$ cat src/rtl/wb_stage_pkg.sv
// Shared definitions for the write-back stage: CSR addresses, mstatus bit positions, FSM states, entry layout.
// WBU_COUNTERS_EN adds the mcycle/minstret addresses and makes them known to csr_known().
package wb_stage_pkg;

  localparam logic [31:0] CSR_MSTATUS_RST = 32'h0000_1800;

  localparam logic [11:0] CSR_MSTATUS = 12'h300;
  localparam logic [11:0] CSR_MTVEC   = 12'h305;
  localparam logic [11:0] CSR_MEPC    = 12'h341;
  localparam logic [11:0] CSR_MCAUSE  = 12'h342;
`ifdef WBU_COUNTERS_EN
  localparam logic [11:0] CSR_MCYCLE    = 12'hB00;
  localparam logic [11:0] CSR_MCYCLEH   = 12'hB80;
  localparam logic [11:0] CSR_MINSTRET  = 12'hB02;
  localparam logic [11:0] CSR_MINSTRETH = 12'hB82;
`endif

  localparam int MSTATUS_MIE  = 3;
  localparam int MSTATUS_MPIE = 7;

  typedef enum logic {
    ST_EMPTY = 1'b0,
    ST_FULL  = 1'b1
  } wb_state_e;

  typedef struct packed {
    logic [31:0] pc;
    logic        irq;
    logic [3:0]  irq_no;
    logic        gpr_we;
    logic [3:0]  gpr_waddr;
    logic [31:0] gpr_wdata;
    logic        csr_we;
    logic [11:0] csr_waddr;
    logic [31:0] csr_wdata;
    logic        is_break;
  } wb_entry_t;

  function automatic logic csr_known(input logic [11:0] addr);
    case (addr)
      CSR_MSTATUS, CSR_MTVEC, CSR_MEPC, CSR_MCAUSE: return 1'b1;
`ifdef WBU_COUNTERS_EN
      CSR_MCYCLE, CSR_MCYCLEH, CSR_MINSTRET, CSR_MINSTRETH: return 1'b1;
`endif
      default: return 1'b0;
    endcase
  endfunction

endpackage

$ cat src/rtl/wb_csr_file.sv
// Machine CSR file: mstatus/mtvec/mepc/mcause, trap capture, read mux with commit bypass (WBU_COUNTERS_EN adds counters).
// Writes land at the edge ending the commit cycle; reads are combinational and see the committing write.
module wb_csr_file
  import wb_stage_pkg::*;
(
  input  logic        clk,
  input  logic        reset,
  input  logic        commit,
  input  logic        irq,
  input  logic [3:0]  irq_no,
  input  logic [31:0] pc,
  input  logic        csr_we,
  input  logic [11:0] csr_waddr,
  input  logic [31:0] csr_wdata,
  input  logic [11:0] csr_raddr,
  output logic [31:0] csr_rdata,
  output logic [31:0] mtvec
);

  logic [31:0] mstatus_q, mtvec_q, mepc_q, mcause_q;
  logic [31:0] wr_val;
  logic        wr_en, trap;

  // A trapping entry never performs its own CSR write.
  assign trap   = commit & irq;
  assign wr_en  = commit & csr_we & ~irq;
  assign wr_val = (csr_waddr == CSR_MTVEC) ? {csr_wdata[31:2], 2'b00} : csr_wdata;
  assign mtvec  = mtvec_q;

  always_ff @(posedge clk) begin
    if (!reset) begin
      mstatus_q <= CSR_MSTATUS_RST;
      mtvec_q   <= '0;
      mepc_q    <= '0;
      mcause_q  <= '0;
    end else begin
      if (wr_en) begin
        case (csr_waddr)
          CSR_MSTATUS: mstatus_q <= wr_val;
          CSR_MTVEC:   mtvec_q   <= wr_val;
          CSR_MEPC:    mepc_q    <= wr_val;
          CSR_MCAUSE:  mcause_q  <= wr_val;
          default: ;
        endcase
      end
      if (trap) begin
        mepc_q                  <= pc;
        mcause_q                <= {28'd0, irq_no};
        mstatus_q[MSTATUS_MPIE] <= mstatus_q[MSTATUS_MIE];
        mstatus_q[MSTATUS_MIE]  <= 1'b0;
      end
    end
  end

`ifdef WBU_COUNTERS_EN
  logic [63:0] mcycle_q, minstret_q;

  // A software write to either half replaces the increment for that cycle.
  always_ff @(posedge clk) begin
    if (!reset) begin
      mcycle_q   <= '0;
      minstret_q <= '0;
    end else begin
      if (wr_en && csr_waddr == CSR_MCYCLE)        mcycle_q[31:0]  <= csr_wdata;
      else if (wr_en && csr_waddr == CSR_MCYCLEH)  mcycle_q[63:32] <= csr_wdata;
      else                                          mcycle_q        <= mcycle_q + 64'd1;
      if (wr_en && csr_waddr == CSR_MINSTRET)       minstret_q[31:0]  <= csr_wdata;
      else if (wr_en && csr_waddr == CSR_MINSTRETH) minstret_q[63:32] <= csr_wdata;
      else if (commit && !irq)                      minstret_q        <= minstret_q + 64'd1;
    end
  end
`endif

  always_comb begin
    csr_rdata = '0;
    case (csr_raddr)
      CSR_MSTATUS:   csr_rdata = mstatus_q;
      CSR_MTVEC:     csr_rdata = mtvec_q;
      CSR_MEPC:      csr_rdata = mepc_q;
      CSR_MCAUSE:    csr_rdata = mcause_q;
`ifdef WBU_COUNTERS_EN
      CSR_MCYCLE:    csr_rdata = mcycle_q[31:0];
      CSR_MCYCLEH:   csr_rdata = mcycle_q[63:32];
      CSR_MINSTRET:  csr_rdata = minstret_q[31:0];
      CSR_MINSTRETH: csr_rdata = minstret_q[63:32];
`endif
      default:       csr_rdata = '0;
    endcase
    if (wr_en && csr_waddr == csr_raddr && csr_known(csr_raddr)) csr_rdata = wr_val;
    if (trap && csr_raddr == CSR_MEPC)   csr_rdata = pc;
    if (trap && csr_raddr == CSR_MCAUSE) csr_rdata = {28'd0, irq_no};
  end

endmodule

$ cat src/rtl/wb_stage.sv
// Single-entry write-back buffer committing to the GPR port and CSR file; WBU_COUNTERS_EN adds mcycle/minstret.
// Accept at edge N, commit in cycle N+1; commit_ready low holds the entry and drops wb_in_ready.
module wb_stage
  import wb_stage_pkg::*;
(
  input  logic        clk,
  input  logic        reset,
  input  logic        wb_in_valid,
  output logic        wb_in_ready,
  input  logic [31:0] pc_i,
  input  logic        irq_i,
  input  logic [3:0]  irq_no_i,
  input  logic        gpr_we_i,
  input  logic [3:0]  gpr_waddr_i,
  input  logic [31:0] gpr_wdata_i,
  input  logic        csr_we_i,
  input  logic [11:0] csr_waddr_i,
  input  logic [31:0] csr_wdata_i,
  input  logic        is_break_i,
  output logic        rf_we,
  output logic [3:0]  rf_waddr,
  output logic [31:0] rf_wdata,
  input  logic [11:0] csr_raddr,
  output logic [31:0] csr_rdata,
  output logic        trap_valid,
  output logic [31:0] trap_target,
  output logic        commit_valid,
  input  logic        commit_ready,
  output logic [31:0] commit_pc,
  output logic        commit_break,
  output logic        wb_fw_valid,
  output logic [3:0]  wb_fw_addr,
  output logic [31:0] wb_fw_data
);

  wb_state_e state_q, state_d;
  wb_entry_t entry_q, entry_d;
  logic      accept, commit_fire, gpr_live;

  assign commit_valid = (state_q == ST_FULL);
  assign commit_fire  = commit_valid & commit_ready;
  assign wb_in_ready  = (state_q == ST_EMPTY) | commit_fire;
  assign accept       = wb_in_valid & wb_in_ready;

  always_comb begin
    state_d = state_q;
    case (state_q)
      ST_EMPTY: if (accept) state_d = ST_FULL;
      ST_FULL:  if (commit_fire && !accept) state_d = ST_EMPTY;
      default:  state_d = ST_EMPTY;
    endcase
  end

  always_comb begin
    entry_d           = '0;
    entry_d.pc        = pc_i;
    entry_d.irq       = irq_i;
    entry_d.irq_no    = irq_no_i;
    entry_d.gpr_we    = gpr_we_i;
    entry_d.gpr_waddr = gpr_waddr_i;
    entry_d.gpr_wdata = gpr_wdata_i;
    entry_d.csr_we    = csr_we_i;
    entry_d.csr_waddr = csr_waddr_i;
    entry_d.csr_wdata = csr_wdata_i;
    entry_d.is_break  = is_break_i;
  end

  always_ff @(posedge clk) begin
    if (!reset) begin
      state_q <= ST_EMPTY;
      entry_q <= '0;
    end else begin
      state_q <= state_d;
      if (accept) entry_q <= entry_d;
    end
  end

  // x0 writes and trapping entries never reach the register file or the bypass network.
  assign gpr_live     = entry_q.gpr_we & ~entry_q.irq & (entry_q.gpr_waddr != 4'd0);
  assign rf_we        = commit_fire & gpr_live;
  assign rf_waddr     = entry_q.gpr_waddr;
  assign rf_wdata     = entry_q.gpr_wdata;
  assign trap_valid   = commit_fire & entry_q.irq;
  assign commit_pc    = entry_q.pc;
  assign commit_break = commit_valid & entry_q.is_break;
  assign wb_fw_valid  = commit_valid & gpr_live;
  assign wb_fw_addr   = entry_q.gpr_waddr;
  assign wb_fw_data   = entry_q.gpr_wdata;

  wb_csr_file u_csr (
    .clk       (clk),
    .reset     (reset),
    .commit    (commit_fire),
    .irq       (entry_q.irq),
    .irq_no    (entry_q.irq_no),
    .pc        (entry_q.pc),
    .csr_we    (entry_q.csr_we),
    .csr_waddr (entry_q.csr_waddr),
    .csr_wdata (entry_q.csr_wdata),
    .csr_raddr (csr_raddr),
    .csr_rdata (csr_rdata),
    .mtvec     (trap_target)
  );

endmodule

$ cat config.mk
export PLATFORM = sky130hd
export DESIGN_NAME = wb_stage
export DESIGN_NICKNAME = d
export VERILOG_FILES = /design/src/rtl/wb_stage_pkg.sv /design/src/rtl/wb_csr_file.sv /design/src/rtl/wb_stage.sv
export SDC_FILE = /design/constraint.sdc
export NUM_CORES = 1
export LEC_CHECK = 0
export CORE_MARGIN = 4
export CORE_UTILIZATION = 35
export CTS_CLUSTER_DIAMETER = 50
export DETAILED_ROUTE_END_ITERATION = 16
export PLACE_DENSITY = 0.61
export SYNTH_ARGS = -nofsm -noshare
export SYNTH_HDL_FRONTEND = slang
export SYNTH_SLANG_ARGS = --single-unit
$ cat constraint.sdc
create_clock -name clk -period 3.6 [get_ports clk]
set_input_delay 0.72 -clock clk [delete_from_list [all_inputs] [get_ports clk]]
set_output_delay 0.72 -clock clk [all_outputs]
set_load 0.01 [all_outputs]
[Yosys cells after proc, flatten, opt, wreduce, memory -nomap -nowiden]
Index checks and enable logic that the tools add are counted.
Word-level totals
  input bits: 136
  output and inout port bits: 174
  register bits: 249
  word-level logic and storage cells: 78
Operators by class
  multiplexer cells: 18
  equal/unequal tests: 9
  bitwise gates (word level): 14
  reduce and logical (&&, ||, !) cells: 19
Operators with widths (number)
  two-way mux 32 bit: 6
  one-hot mux 32 bit (4 select lines): 1
  == test 12 x 10 -> 1 bit (second input constant): 8
  two-way mux 8 bit: 2
  == test 12 bit: 1
  two-way mux 4 bit: 3
  AND reduction 2 bit: 6
  AND 1 bit: 10
  nonzero test 2 bit: 4
  logical AND 1 bit: 5
  two-way mux 1 bit: 4
  nonzero test 4 bit: 1
  OR reduction 4 bit: 1
  NOT 1 bit: 3
  two-way mux 2 bit: 1
  one-hot mux 1 bit (2 select lines): 1
  OR reduction 2 bit: 1
  zero test 1 bit: 1
  bitwise OR 1 bit: 1

[Logic depth before layout (Yosys ltp)]
  depth in word-level cells: 8
  depth in mapped cells: 9
  gate-level depth less buffers: 6

[Modules after synthesis]
Synthesis repeated with hierarchy kept, for this count alone.
Second synthesis, totals
  cells, all modules: 1487
  area, all modules: 12289.3 um^2
Modules (own cells, without submodules)
  wb_csr_file: area an instance 6672.6 um^2, sequential area each 2562.5 um^2, instances 1, cells each 850
  wb_stage: area an instance 5616.6 um^2, sequential area each 2422.3 um^2, instances 1, cells each 637

[Worst setup path after synthesis]
No wires, ideal clock.
  path kind: in2out
  start: input port csr_raddr[1]
  end: output port csr_rdata[0]
  arrival: 2660 ps
  required time: 2880 ps
  slack: 220 ps
  stages: 7
  cells stage by stage: clkbuf_1 xor2_1 nor4_1 and4_1 mux2i_1 nand2_1 a2111oi_0
On the way
  cells in the longest elaborated chain, start to end: 7
  elaborated cells between the ends (all ways): 15
  those cells by class: eq/ne (5); mux (5); reduce/logical (5)
RTL lines
  from (decl): line wb_stage.sv:23  | input logic [11:0] csr_raddr,
  == test 12 x 10 -> 1 bit, on equally long branches
  OR reduction 4 bit: line wb_stage_pkg.sv:40  | case (addr)
  two-way mux 1 bit: line wb_stage_pkg.sv:40
  logical AND 1 bit: line wb_csr_file.sv:89  | if (wr_en && csr_waddr == csr_raddr && csr_known(csr_raddr)) csr_rdata = wr_val;
  two-way mux 32 bit: line wb_csr_file.sv:89
  two-way mux 32 bit: line wb_csr_file.sv:90  | if (trap && csr_raddr == CSR_MEPC) csr_rdata = pc;
  two-way mux 32 bit (*): line wb_csr_file.sv:91  | if (trap && csr_raddr == CSR_MCAUSE) csr_rdata = {28'd0, irq_no};
  to (decl): line wb_stage.sv:24  | output logic [31:0] csr_rdata,
Mark *: on every way between the ends. The rest lies on a longest branch, timed or not.

[Final worst setup path]
  start: input port csr_raddr[6]
  end: output port csr_rdata[30]
The elaborated chain is that of the path after synthesis.

==> results.yml <==
power_and_ir_drop:
  power.density_nw_per_um2: 436
  total_power_uw: 7210
  p_leak_uw: 0.00633
  ir_worst_vdd_mv: 0.278
sta:
  min_period_over_period: 0.973
  layout_min_cycle_time_ns: 3.50
  hold_viol_final: 0
  worst_pin_slew_ns: 0.780
  slew_headroom: 0.480
  drv_slew: 0
  fin_skew_ns: 0.0192
  setup_viol: 0
  fmax_mhz: 285
synthesis:
  synth_area_per_cell_sq_um: 8.22
  synth_top_cells_by_area: "dfxtp_1 41%, nand2_1 12%, mux2i_1 7.6%"
  ys_ff_latch: 249
  synth.distinct_cells: 53
  synth_edf_count: 0
  ys_warn_count: 0
  netlist_area_sq_um: 12000
  synthArstFlopShare: 0
  synth_nets: 1600
  synth.largest_area_cell: "dfxtp_1"
  synth_top_area_share: 0.414
  dominantRegCellSynth: "dfxtp_1"
  syn-instance-count: 1464
  seq_area_frac_synth: 0.414
placed_design:
  dp_cells: 2069
  port_buffers: 309
  dpl.hpwl_mm: 26.9
  gp_routability_congestion: 0.806
floorplan:
  pin_count: 310
  fp.dieW_microns: 193
  rows: 67
  start_util: 0.357
  die_area_sq_um: 37400
  fp.dieH_microns: 193
  core_sq_um: 33700
route:
  wirelength_mm: 39.3
  drt-met1-wl_mm: 16.8
  wl_per_cell_microns: 18.3
  highest_layer: "met5"
  vias: 10800
  ant_nets: 0
  wl_met3_mm: 2.57
  first_iter_violations: 598
  via_per_inst: 5.03
  drc: 0
  drt_first_pass_iters: 5
  wl_met2_mm: 19.3
global_routing:
  antenna_found_initial: 5
  grt_overflow_total: 0
  grt_util_all_layers: 0.201
  first_global_vias: 10900
  grt_pass1_wl_mm: 61.7
  grt_max_degree: 85
setup_path:
  crit_required_ns: 2.88
  crit_path_cell_trace: "dlygate4sd2_1 > buf_4 > xor2_1 > nor3_2 > nand4_1 > buf_6 > bufbuf_16 > nand3_1 > o21ai_0 > o21ai_0 > buf_4 > clkdlybuf4s15_1"
  crit_slowest_cell: "dlygate4sd2_1"
  cp_max_fo: 6
  cp-start-kind: "primary input"
  cpPeakStageDelay_ns: 0.31
  crit_type: "in -> out"
  arrival_ns: 2.78
  cp-end-kind: "primary output"
  reg2reg_slack_ns: 1.00
clock_network:
  cts_tree: "built"
  cts_made_buffers: 37
  clkTransAtPathRegs_ns: 0.05
  cts_sinks: 249
  insertion_delay_ns: 0.52
  cts_buffer_depth: 3
  cts_root_buf: "clkbuf_16"
  htreeDepth: 2
min_path:
  hold_path.class: "reg -> reg"
layout:
  post-route-util: 0.491
  layout_common_cells: "396 x nand2_1, 263 x clkdlybuf4s50_1, 249 x dfxtp_1"
  finalNetCount: 1806
  final_common_cell: "nand2_1"
  syn_to_final_growth_pct: 37.5
  fill_cells: 3232
  drive_above_1_share: 0.117
  final_cells: 2148
outcome:
  status: "complete, no violations"
job:
  cap_violations: 0
-- per-stage QoR --
step           area, sq um  hold WS, ns   TNS, ns  setup slack (ns)
2_1_floorplan        12000        0.431         0             0.220
3_3_place_gp         15100        0.436    -15.65            -0.613
3_5_place_dp         15100        0.442    -17.08            -0.684
4_1_cts              16500        0.449         0           0.00284
5_1_grt              16500        0.466  -0.00975          -0.00975
6_report             16500        0.447         0            0.0969
-- state kept, by name (all words and copies together), names as in the netlist --
name / count
u_csr.mstatus_q: 32
rf_wdata: 32
u_csr.mcause_q: 32
u_csr.mepc_q: 32
rf_waddr: 4
commit_valid: 1
commit_pc: 32
entry_q: 52
u_csr.mtvec: 32
-- path summary, 6_finish.rpt --
| path | from | end | cells past startpoint |
|---|---|---|---|
| min reg2reg | u_csr.mstatus_q[6] | u_csr.mstatus_q[6] | 2 |
| min | u_csr.mstatus_q[6] | u_csr.mstatus_q[6] | 2 |
| max | csr_raddr[6] | csr_rdata[30] | 12 |
| max reg2reg | entry_q[87] | u_csr.mcause_q[7] | 8 |
-- Yosys cell counts (all sizes together), types with 3 or more instances --
cell type    n
nand2      399
dfxtp      249
a21boi     147
buf        131
o21ai       94
mux2i       91
clkbuf      85
a21oi       67
a22oi       61
nor2b       36
nor2        11
xor2         9
nor3         8
and2         7
nand3        6
or3          6
inv          4
nor4         4
xnor2        4
a2111oi      3
a2bb2oi      3
a31oi        3
nand4bb      3
or2          3
or4          3
-- metal layers --
metal  vias up  global-route usage
li1       5288                   -
met1      5113               0.254
met2       337               0.350
met3        58              0.0506
met4         2              0.0414
met5         -                   0
-- where the power goes --
part / leakage (uW) / internal, uW / switching [uW]
sequential: 0.00203 / 2840 / 100
clock: 0.000621 / 2190 / 1390
combinational: 0.00368 / 373 / 312
-- what timing repair did --
action                     4_1_cts  5_1_grt
gates cloned                     1        0
setup buffers                    9        1
hold buffers                     0        0
pin swaps                       16        5
resized for setup              117       28
setup endpoints to repair       33       32
-- cell type report --
type                            count  area [sq um]  share of cell area
Antenna cell                        1          2.50            0.000151
Clock inverter                     21           193              0.0116
Tap cell                          448           561              0.0339
Clock buffer                       47          1060              0.0638
Inverter                            4          15.0            0.000908
Multi-Input combinational cell    995          5930               0.358
Sequential cell                   249          4980               0.301
Timing Repair Buffer              383          3800               0.230
-- critical path: cells and delay by family --
family | cells | cell delay [ns]
AOI/OAI and AO/OA | 2 | 0.23
xor gates and xnor gates | 1 | 0.14
buffers and inverters | 6 | 1.26
and+or+nand+nor | 3 | 0.43
-- cells by family after synthesis --
logic type	count (synthesis)	synth area share
compound gates	394	0.215
xor+xnor	13	0.00946
buf+inv	220	0.106
flops	249	0.414
mux	91	0.0757
simple gates	497	0.179
Power figures use the tool's default switching activity.
